--- config.mk ---
export PLATFORM = sky130hd
export DESIGN_NAME = prefetch_unit
export DESIGN_NICKNAME = d
export VERILOG_FILES = /design/src/rtl/yarp_pkg.sv /design/src/rtl/prefetch_fifo.sv /design/src/rtl/prefetch_unit.sv
export SDC_FILE = /design/constraint.sdc
export NUM_CORES = 1
export LEC_CHECK = 0
export CORE_MARGIN = 2
export CORE_UTILIZATION = 44
export CTS_BUF_LIST = sky130_fd_sc_hd__clkbuf_4 sky130_fd_sc_hd__clkbuf_8
export DETAILED_ROUTE_END_ITERATION = 8
export PLACE_DENSITY = 0.73
export SYNTH_ARGS = -nofsm -noshare
export SYNTH_HDL_FRONTEND = slang
export SYNTH_SLANG_ARGS = --single-unit
--- constraint.sdc ---
create_clock -name clk -period 5.12 [get_ports clk]
set_clock_uncertainty 0.2 [all_clocks]
set_input_delay 0.512 -clock clk [delete_from_list [all_inputs] [get_ports clk]]
set_output_delay 0.512 -clock clk [all_outputs]
set_load 0.01 [all_outputs]
--- src/rtl/yarp_pkg.sv ---
// Shared types and constants for the instruction fetch front-end.
package yarp_pkg;

    localparam int unsigned PF_XLEN     = 32;
    localparam int unsigned INSTR_BYTES = 4;

    typedef enum logic [1:0] {
        PF_RESET_WAIT = 2'd0,
        PF_RUN        = 2'd1,
        PF_HALT       = 2'd2
    } pf_state_e;

    typedef struct packed {
        logic [PF_XLEN-1:0] pc;
        logic [31:0]        instr;
    } fetch_entry_t;

endpackage

--- src/rtl/prefetch_fifo.sv ---
// Synchronous prefetch FIFO with flush. Same-cycle push and pop are
// legal at any occupancy, including full.
module prefetch_fifo
    import yarp_pkg::*;
#(
    parameter int unsigned WIDTH = 64,
    parameter int unsigned DEPTH = 4
) (
    input  logic                       clk,
    input  logic                       reset,
    input  logic                       i_push,
    input  logic [WIDTH-1:0]           i_wdata,
    input  logic                       i_pop,
    input  logic                       i_flush,
    output logic [WIDTH-1:0]           o_rdata,
    output logic [$clog2(DEPTH+1)-1:0] o_count,
    output logic                       o_empty,
    output logic                       o_full
);

    localparam int unsigned AW = $clog2(DEPTH);
    localparam int unsigned CW = $clog2(DEPTH+1);
    localparam logic [CW-1:0] FULL_C = CW'(DEPTH);

    logic [WIDTH-1:0] r_mem [DEPTH];
    logic [AW-1:0]    r_wptr;
    logic [AW-1:0]    r_rptr;
    logic [CW-1:0]    r_count;
    logic             w_do_push;
    logic             w_do_pop;

    assign o_empty   = (r_count == '0);
    assign o_full    = (r_count == FULL_C);
    assign o_count   = r_count;
    assign o_rdata   = r_mem[r_rptr];
    assign w_do_pop  = i_pop && !o_empty;
    // a pop in the same cycle frees the slot the push lands in
    assign w_do_push = i_push && (!o_full || w_do_pop);

    // storage array; contents are only meaningful below the count
    always_ff @(posedge clk) begin
        if (w_do_push) begin
            r_mem[r_wptr] <= i_wdata;
        end
    end

    // pointers and occupancy, cleared by reset or flush
    always_ff @(posedge clk) begin
        if (reset || i_flush) begin
            r_wptr  <= '0;
            r_rptr  <= '0;
            r_count <= '0;
        end else begin
            if (w_do_push) begin
                r_wptr <= r_wptr + AW'(1);
            end
            if (w_do_pop) begin
                r_rptr <= r_rptr + AW'(1);
            end
            case ({w_do_push, w_do_pop})
                2'b10:   r_count <= r_count + CW'(1);
                2'b01:   r_count <= r_count - CW'(1);
                default: r_count <= r_count;
            endcase
        end
    end

endmodule

--- src/rtl/prefetch_unit.sv ---
// Instruction prefetch front-end: keeps up to MAX_OUTSTANDING requests in
// flight, buffers in-order responses in a DEPTH-entry FIFO and hands
// {pc, instr} to decode. Redirect flushes and discards stale responses.
// Optional macro PREFETCH_MISALIGN_EN: misaligned redirect halts fetch and
// raises a sticky fetch_misaligned_o until reset or an aligned redirect.
module prefetch_unit
    import yarp_pkg::*;
#(
    parameter int unsigned     XLEN            = 32,
    parameter int unsigned     DEPTH           = 4,
    parameter int unsigned     MAX_OUTSTANDING = 2,
    parameter logic [XLEN-1:0] RESET_PC        = XLEN'(32'h1000)
) (
    input  logic            clk,
    input  logic            reset,
    output logic            instr_mem_req_o,
    output logic [XLEN-1:0] instr_mem_addr_o,
    input  logic            instr_mem_gnt_i,
    input  logic            instr_mem_rvalid_i,
    input  logic [31:0]     instr_mem_rdata_i,
    input  logic            redirect_i,
    input  logic [XLEN-1:0] redirect_pc_i,
    output logic            instr_valid_o,
    output logic [31:0]     instr_o,
    output logic [XLEN-1:0] instr_pc_o,
    input  logic            instr_ready_i
`ifdef PREFETCH_MISALIGN_EN
    ,
    output logic            fetch_misaligned_o
`endif
);

    localparam int unsigned CW  = $clog2(DEPTH+1);
    localparam int unsigned CW1 = CW + 1;
    localparam int unsigned FW  = XLEN + 32;
    localparam logic [CW-1:0]   MAX_OUT_C = CW'(MAX_OUTSTANDING);
    localparam logic [CW:0]     DEPTH_C   = CW1'(DEPTH);
    localparam logic [XLEN-1:0] STEP_C    = XLEN'(INSTR_BYTES);

    pf_state_e       r_state;
    logic [XLEN-1:0] r_fetch_pc;
    logic [XLEN-1:0] r_resp_pc;
    logic [CW-1:0]   r_outstanding;
    logic [CW-1:0]   r_discard;

    logic [CW-1:0]   w_fifo_count;
    logic            w_fifo_empty;
    logic            w_fifo_full;
    logic [FW-1:0]   w_fifo_rdata;
    logic [CW:0]     w_inflight;
    logic            w_req;
    logic            w_grant;
    logic            w_rv;
    logic            w_push;
    logic            w_pop;
    logic [CW-1:0]   w_out_next;
    logic [XLEN-1:0] w_redir_pc;

`ifdef PREFETCH_MISALIGN_EN
    logic            r_misaligned;
    logic            w_redir_misaligned;

    assign w_redir_misaligned = |redirect_pc_i[1:0];
    assign fetch_misaligned_o = r_misaligned;
`else
    logic            w_unused_lsbs;

    assign w_unused_lsbs = ^redirect_pc_i[1:0];
`endif

    assign w_inflight = {1'b0, r_outstanding} + {1'b0, w_fifo_count};
    assign w_req      = (r_state == PF_RUN) && (r_outstanding < MAX_OUT_C) &&
                        (w_inflight < DEPTH_C) && !redirect_i;
    assign w_grant    = w_req && instr_mem_gnt_i;
    // a response with nothing outstanding cannot be ours
    assign w_rv       = instr_mem_rvalid_i && (r_outstanding != '0);
    assign w_out_next = r_outstanding + {{(CW-1){1'b0}}, w_grant}
                                      - {{(CW-1){1'b0}}, w_rv};
    assign w_push     = w_rv && !redirect_i && (r_discard == '0);
    assign w_pop      = instr_valid_o && instr_ready_i && !redirect_i;
    assign w_redir_pc = {redirect_pc_i[XLEN-1:2], 2'b00};

    assign instr_mem_req_o  = w_req;
    assign instr_mem_addr_o = r_fetch_pc;
    assign instr_valid_o    = !w_fifo_empty;
    assign instr_o          = instr_valid_o ? w_fifo_rdata[31:0] : '0;
    assign instr_pc_o       = instr_valid_o ? w_fifo_rdata[FW-1:32] : '0;

    prefetch_fifo #(
        .WIDTH (FW),
        .DEPTH (DEPTH)
    ) u_fifo (
        .clk     (clk),
        .reset   (reset),
        .i_push  (w_push),
        .i_wdata ({r_resp_pc, instr_mem_rdata_i}),
        .i_pop   (w_pop),
        .i_flush (redirect_i),
        .o_rdata (w_fifo_rdata),
        .o_count (w_fifo_count),
        .o_empty (w_fifo_empty),
        .o_full  (w_fifo_full)
    );

    // fetch control: state, PCs, outstanding and discard counters
    always_ff @(posedge clk) begin
        if (reset) begin
            r_state       <= PF_RESET_WAIT;
            r_fetch_pc    <= RESET_PC;
            r_resp_pc     <= RESET_PC;
            r_outstanding <= '0;
            r_discard     <= '0;
`ifdef PREFETCH_MISALIGN_EN
            r_misaligned  <= 1'b0;
`endif
        end else begin
            r_outstanding <= w_out_next;
            if (redirect_i) begin
                r_fetch_pc <= w_redir_pc;
                r_resp_pc  <= w_redir_pc;
                // everything still owed after this edge belongs to the old stream
                r_discard  <= w_out_next;
`ifdef PREFETCH_MISALIGN_EN
                if (w_redir_misaligned) begin
                    r_state      <= PF_HALT;
                    r_misaligned <= 1'b1;
                end else begin
                    r_state      <= PF_RUN;
                    r_misaligned <= 1'b0;
                end
`else
                r_state    <= PF_RUN;
`endif
            end else begin
                if (w_grant) begin
                    r_fetch_pc <= r_fetch_pc + STEP_C;
                end
                if (w_rv) begin
                    if (r_discard != '0) begin
                        r_discard <= r_discard - CW'(1);
                    end else begin
                        r_resp_pc <= r_resp_pc + STEP_C;
                    end
                end
                if (r_state == PF_RESET_WAIT) begin
                    r_state <= PF_RUN;
                end
            end
        end
    end

    // the credit rule must keep a push from ever meeting a full FIFO without a pop
    assert property (@(posedge clk) disable iff (reset)
        !(w_push && w_fifo_full && !w_pop));

endmodule

# --- After elaboration in Yosys (flattened, before gate mapping) ---
# Memories as Yosys holds them, arrays and structs flattened. A register that Yosys moved wholly into a read port is not among the register bits.
# Cells that the tools add are included.
# W data, S select, Z words.
classes:
  n_addsub: 10
  multipliers: 0
  n_div: 0
  n_lt_le_gt_ge: 2
  n_eq_ne: 4
  n_shift: 0
  mux: 17
  bitwise_logic: 1
  n_reduce_logical: 30
op_table:
  columns: ["op", "n"]
  rows:
  - ["$mux W32", 7]
  - ["$add A32 B3 Y32 const B", 2]
  - ["$logic_and A1 B1 Y1", 11]
  - ["$reduce_bool A2 Y1", 5]
  - ["$mux W3", 3]
  - ["$logic_not A3 Y1", 2]
  - ["$pmux W3 S2", 1]
  - ["$reduce_and A2 Y1", 3]
  - ["$reduce_bool A3 Y1", 2]
  - ["$sub A3 B1 Y3 const B", 2]
  - ["$add A2 B1 Y2 const B", 2]
  - ["$add A3 B3 Y4", 1]
  - ["$lt A4 B3 Y1 const B", 1]
  - ["$mux W1", 4]
  - ["$mux W2", 2]
  - ["$add A3 B1 Y3", 1]
  - ["$add A3 B1 Y3 const B", 1]
  - ["$eq A3 B3 Y1 const B", 1]
  - ["$logic_not A1 Y1", 3]
  - ["$lt A3 B2 Y1 const B", 1]
  - ["$sub A3 B1 Y3", 1]
  - ["$eq A2 B1 Y1 const B", 1]
  - ["$eq A2 B2 Y1 const B", 1]
  - ["$logic_not A2 Y1", 1]
  - ["4 further kinds", 5]
totals:
  register_bits: 78
  latchBits: 0
  ram_bits: 256
  rom_bits: 0
  inputBits: 70
  wordCells: 75
  n_memories: 1
memory_table:
  columns: ["memory", "depth", "width", "read_ports", "rd_ports_with_merged_regs", "wr", "line", "source"]
  rows:
  - ["u_fifo.r_mem", 4, 64, 1, 1, 1, "prefetch_fifo.sv:25", "logic [WIDTH-1:0] r_mem [DEPTH];"]

# --- Depth between registers and ports, before layout ---
depth:
  depth_word: 9
  ltp_mapped: 13

# --- Cells and area by module ---
# A second synthesis with hierarchy kept.
unflattened:
  hier_cells: 916
  area_unflattened_um2: 13940.9
by_module_without_submodules:
  columns: ["module", "n_inst", "cells_per_inst", "area_per_inst_um2", "seq_area_each_um2"]
  rows:
  - ["prefetch_fifo", 1, 392, 9776.9, 7867.5]
  - ["prefetch_unit", 1, 524, 4164.0, 1341.3]

# --- Worst setup path before layout ---
# Ideal clock, no wire load.
synth_timing:
  kind: "input to register"
  start: "input redirect_i"
  end: "memory u_fifo.r_mem[0][0], enable pin"
  setup_time_ns: 0.426
  t_arrival_ns: 2.804
  required_ns: 4.494
  path_slack_ns: 1.689
  stages: 3
  n_path_buf: 1
  cell_sequence: "clkbuf_1 -> nor4_2 -> and2_1"
synth_via:
  elab_chain_len: 7
  elab_cells_between_ends: 9
  classes_between: "2 x mux; 7 x reduce/logical"
synth_rtl:
  columns: ["element", "line", "source"]
  rows:
  - ["start: declaration", "prefetch_unit.sv:21", "input logic redirect_i,"]
  - ["$logic_not A1 Y1 *", "prefetch_unit.sv:79, prefetch_unit.sv:80", null]
  - ["$logic_and A1 B1 Y1", "prefetch_unit.sv:80", "assign w_pop = instr_valid_o && instr_ready_i && !redirect_i;"]
  - ["$logic_and A1 B1 Y1", "prefetch_fifo.sv:36", "assign w_do_pop = i_pop && !o_empty;"]
  - ["$logic_or A1 B1 Y1", "prefetch_fifo.sv:38", "assign w_do_push = i_push && (!o_full || w_do_pop);"]
  - ["$logic_and A1 B1 Y1 *", "prefetch_fifo.sv:38", null]
  - ["$mux W1 *", "prefetch_fifo.sv:42", "if (w_do_push) begin"]
  - ["$mux W1 (not written as such) *", "prefetch_fifo.sv:43", "r_mem[r_wptr] <= i_wdata;"]
  - ["end: declaration", "prefetch_fifo.sv:25", null]
# Every way passes the cells marked *; elsewhere a longest branch is shown, timed or not.

==> metrics.yaml <==
highest_layer: "met4"
setup_slack_ps: 1370
critPathMaxStageDelay_ps: 770
status: "finished clean"
route.met2.wl_mm: 13.1
yosysTopAreaCell: "edfxtp_1"
final_nets: 1171
io_pins: 168
worstSetupStartpointType: "register"
cts_hold_buf: 0
maxSlewViolCount: 0
grt_max_degree: 64
critPathMaxFanout: 31
relSlewSlack_pct: 37.7
p_leak_nw: 5.43
postCtsSetupRepairBufs: 0
area_growth_pct: 22.1
holdWs_ps: 216
grt_antenna_before_repair: 0
die_area_um2: 32700
routabilityCongestion: 0.823
synth_top_cell_area_share_pct: 54.1
critPathKind: "reg2out"
avgViaCountPerCell: 5.35
crit_family: "buffers and inverters"
path_cells: "buf_4 -> mux4_2 -> and2_1 -> clkdlybuf4s50_1"
dr_wl_met3_mm: 1.82
synth_common_cells: "edfxtp_1 (248), dfxtp_1 (76), and2_1 (69)"
setup_violations: 0
hold_path.class: "in2reg"
crit_slowest_cell: "dfxtp_4"
die_h_um: 181
rsz0062_at_grt: "no"
cts_tree: "built"
critical_path_buf_inv_count: 2
clock_sinks: 324
die_w_um: 181
io_buffers: 161
via_count: 8157
yosysWarnings: 0
synth.most_common_cell: "edfxtp_1"
track_usage_pct: 17.4
max-cap-violations: 0
synth_top_cells_by_area: "edfxtp_1 (54%), dfxtp_1 (11%), mux4_2 (10%), and2_1 (3.1%), xnor2_1 (2.0%)"
post-route-period-util_pct: 73.3
root_buffer: "clkbuf_8"
insertion_delay_ps: 570
cts_buffers: 51
clockBufferDepth: 3
wl_met1_mm: 13.2
drtPass1Iterations: 7
peakVddDrop_uv: 169
utilization_pct: 54.8
grt_pass1_vias: 8354
synthArstFlopShare_pct: 0
drc_errors: 0
required_ps: 4410
postRouteAntennaNets: 0
gr-total-overflow: 0
syn_area_um2: 13800
place_hpwl_mm: 17.6
htree_levels: 2
antennaDiodeCount: 0
ys_seq_area_share_pct: 65.1
first_iter_violations: 516
period_minus_slack_ps: 3750
synth-edff-count: 248
cp_data_arrival_time_ps: 3040
cts_resized: 0
synthCells: 904
wl_per_cell_um: 18.7
hold_viol_final: 0
synth_cell_types: 68
num_rows: 64
postSynthAreaPerCell_um2: 15.2
drive_gt1_share_pct: 18.2
grt_first_pass_wirelength_mm: 45.2
cellPowerDensity_nw_per_um2: 356
clock.fmax_mhz: 267
core_area_um2: 30700
initial_core_util_pct: 44.9
clk_pin_slew_ps: 60
crit_path_end_kind: "primary output"
synth_seq_cells: 324
tns_ps: 0
worst_pin_slew_ps: 935
synth_ff_type: "edfxtp_1"
pre_cts_slack_ps: 1590
postRouteWirelength_mm: 28.5
==> metrics by stage <==
step,area (um^2),total power (W),cells
floorplan,13800,0.00355,907
global placement,15800,0.00388,1429
detailed placement,15800,0.00390,1429
CTS,16800,0.00606,1525
global route,16800,0.00624,1525
finish,16800,0.00599,1525
==> final cells by class <==
| cell class | count | area, um^2 |
|---|---|---|
| tap | 396 | 495 |
| inverter | 25 | 93.8 |
| multi-input combinational | 507 | 4490 |
| clock inverter | 24 | 139 |
| sequential | 324 | 8970 |
| clock buffer | 72 | 891 |
| timing repair buffer | 177 | 1730 |
| fill | 2453 | 13900 |
==> registers in the layout, summed over array words and instances (netlist names), named ones only <==
signal            flops
r_resp_pc            30
r_outstanding         3
u_fifo.r_wptr         2
r_state               1
u_fifo.r_mem        248
u_fifo.r_rptr         2
instr_mem_addr_o     30
u_fifo.o_count        3
r_discard             3
==> kinds of logic (layout without fill, tap and decap cells) <==
logic type      count (synthesis)  after routing  synth area share [%]
flops                         324            324                  65.1
simple gates                  275            275                  12.5
compound gates                107            107                  5.43
buf+inv                        76            298                  2.39
mux                            67             67                  10.5
xor+xnor                       39             39                  2.48
fa+ha+maj                      15             15                  1.47
other cells                     1              4                0.0272
==> layer usage <==
layer  global-route usage [%]  vias up
met5                        0        -
met3                     3.31       42
met4                     4.61        0
met2                     27.5      281
li1                         -     3851
met1                     24.8     3983
==> where the power goes <==
| part | switching, W | internal [W] | total [W] |
|---|---|---|---|
| registers | 0.000100 | 0.00298 | 0.00308 |
| clock network | 0.000977 | 0.00118 | 0.00216 |
| logic | 0.000366 | 0.000390 | 0.000756 |
==> cells in the final DEF (no fill, tap or decap), types with 3 or more instances in the layout <==
master and instances:
and4_1 9, nor2_1 45, a21oi_1 13, edfxtp_1 248
nand3_1 20, a211oi_1 19, mux4_2 62, clkdlybuf4s50_1 160
and2_1 65, nor3_2 4, clkinv_1 12, o31a_1 5
a2bb2oi_1 4, buf_4 16, conb_1 4, inv_1 23
nand4_1 16, nor4_2 12, o21a_1 11, nand2_1 40
a21boi_1 5, clkbuf_8 56, xnor2_1 32, nor3_1 13
o211ai_1 4, ha_1 13, and2_2 4, a21boi_0 7
and3_1 6, clkbuf_4 16, dfxtp_1 74, mux2i_1 3
a31oi_1 18, nor2b_1 4, nand4_4 3, o21ai_0 10
clkinv_2 9, or3_1 6, xor2_1 7
==> path summary, 6_finish.rpt <==
| kind | slack, ps | cells after the start | to | from |
|---|---|---|---|---|
| worst max-delay path | 1370 | 4 | instr_o[25] | register |
| worst min-delay path | 220 | 2 | r_state[0] | reset |
| worst max register to register | 1980 | 13 | r_discard[2] | r_outstanding[1] |
| worst min register to register | 330 | 2 | instr_mem_addr_o[17] | instr_mem_addr_o[17] |
Power figures use the tool's default switching activity.
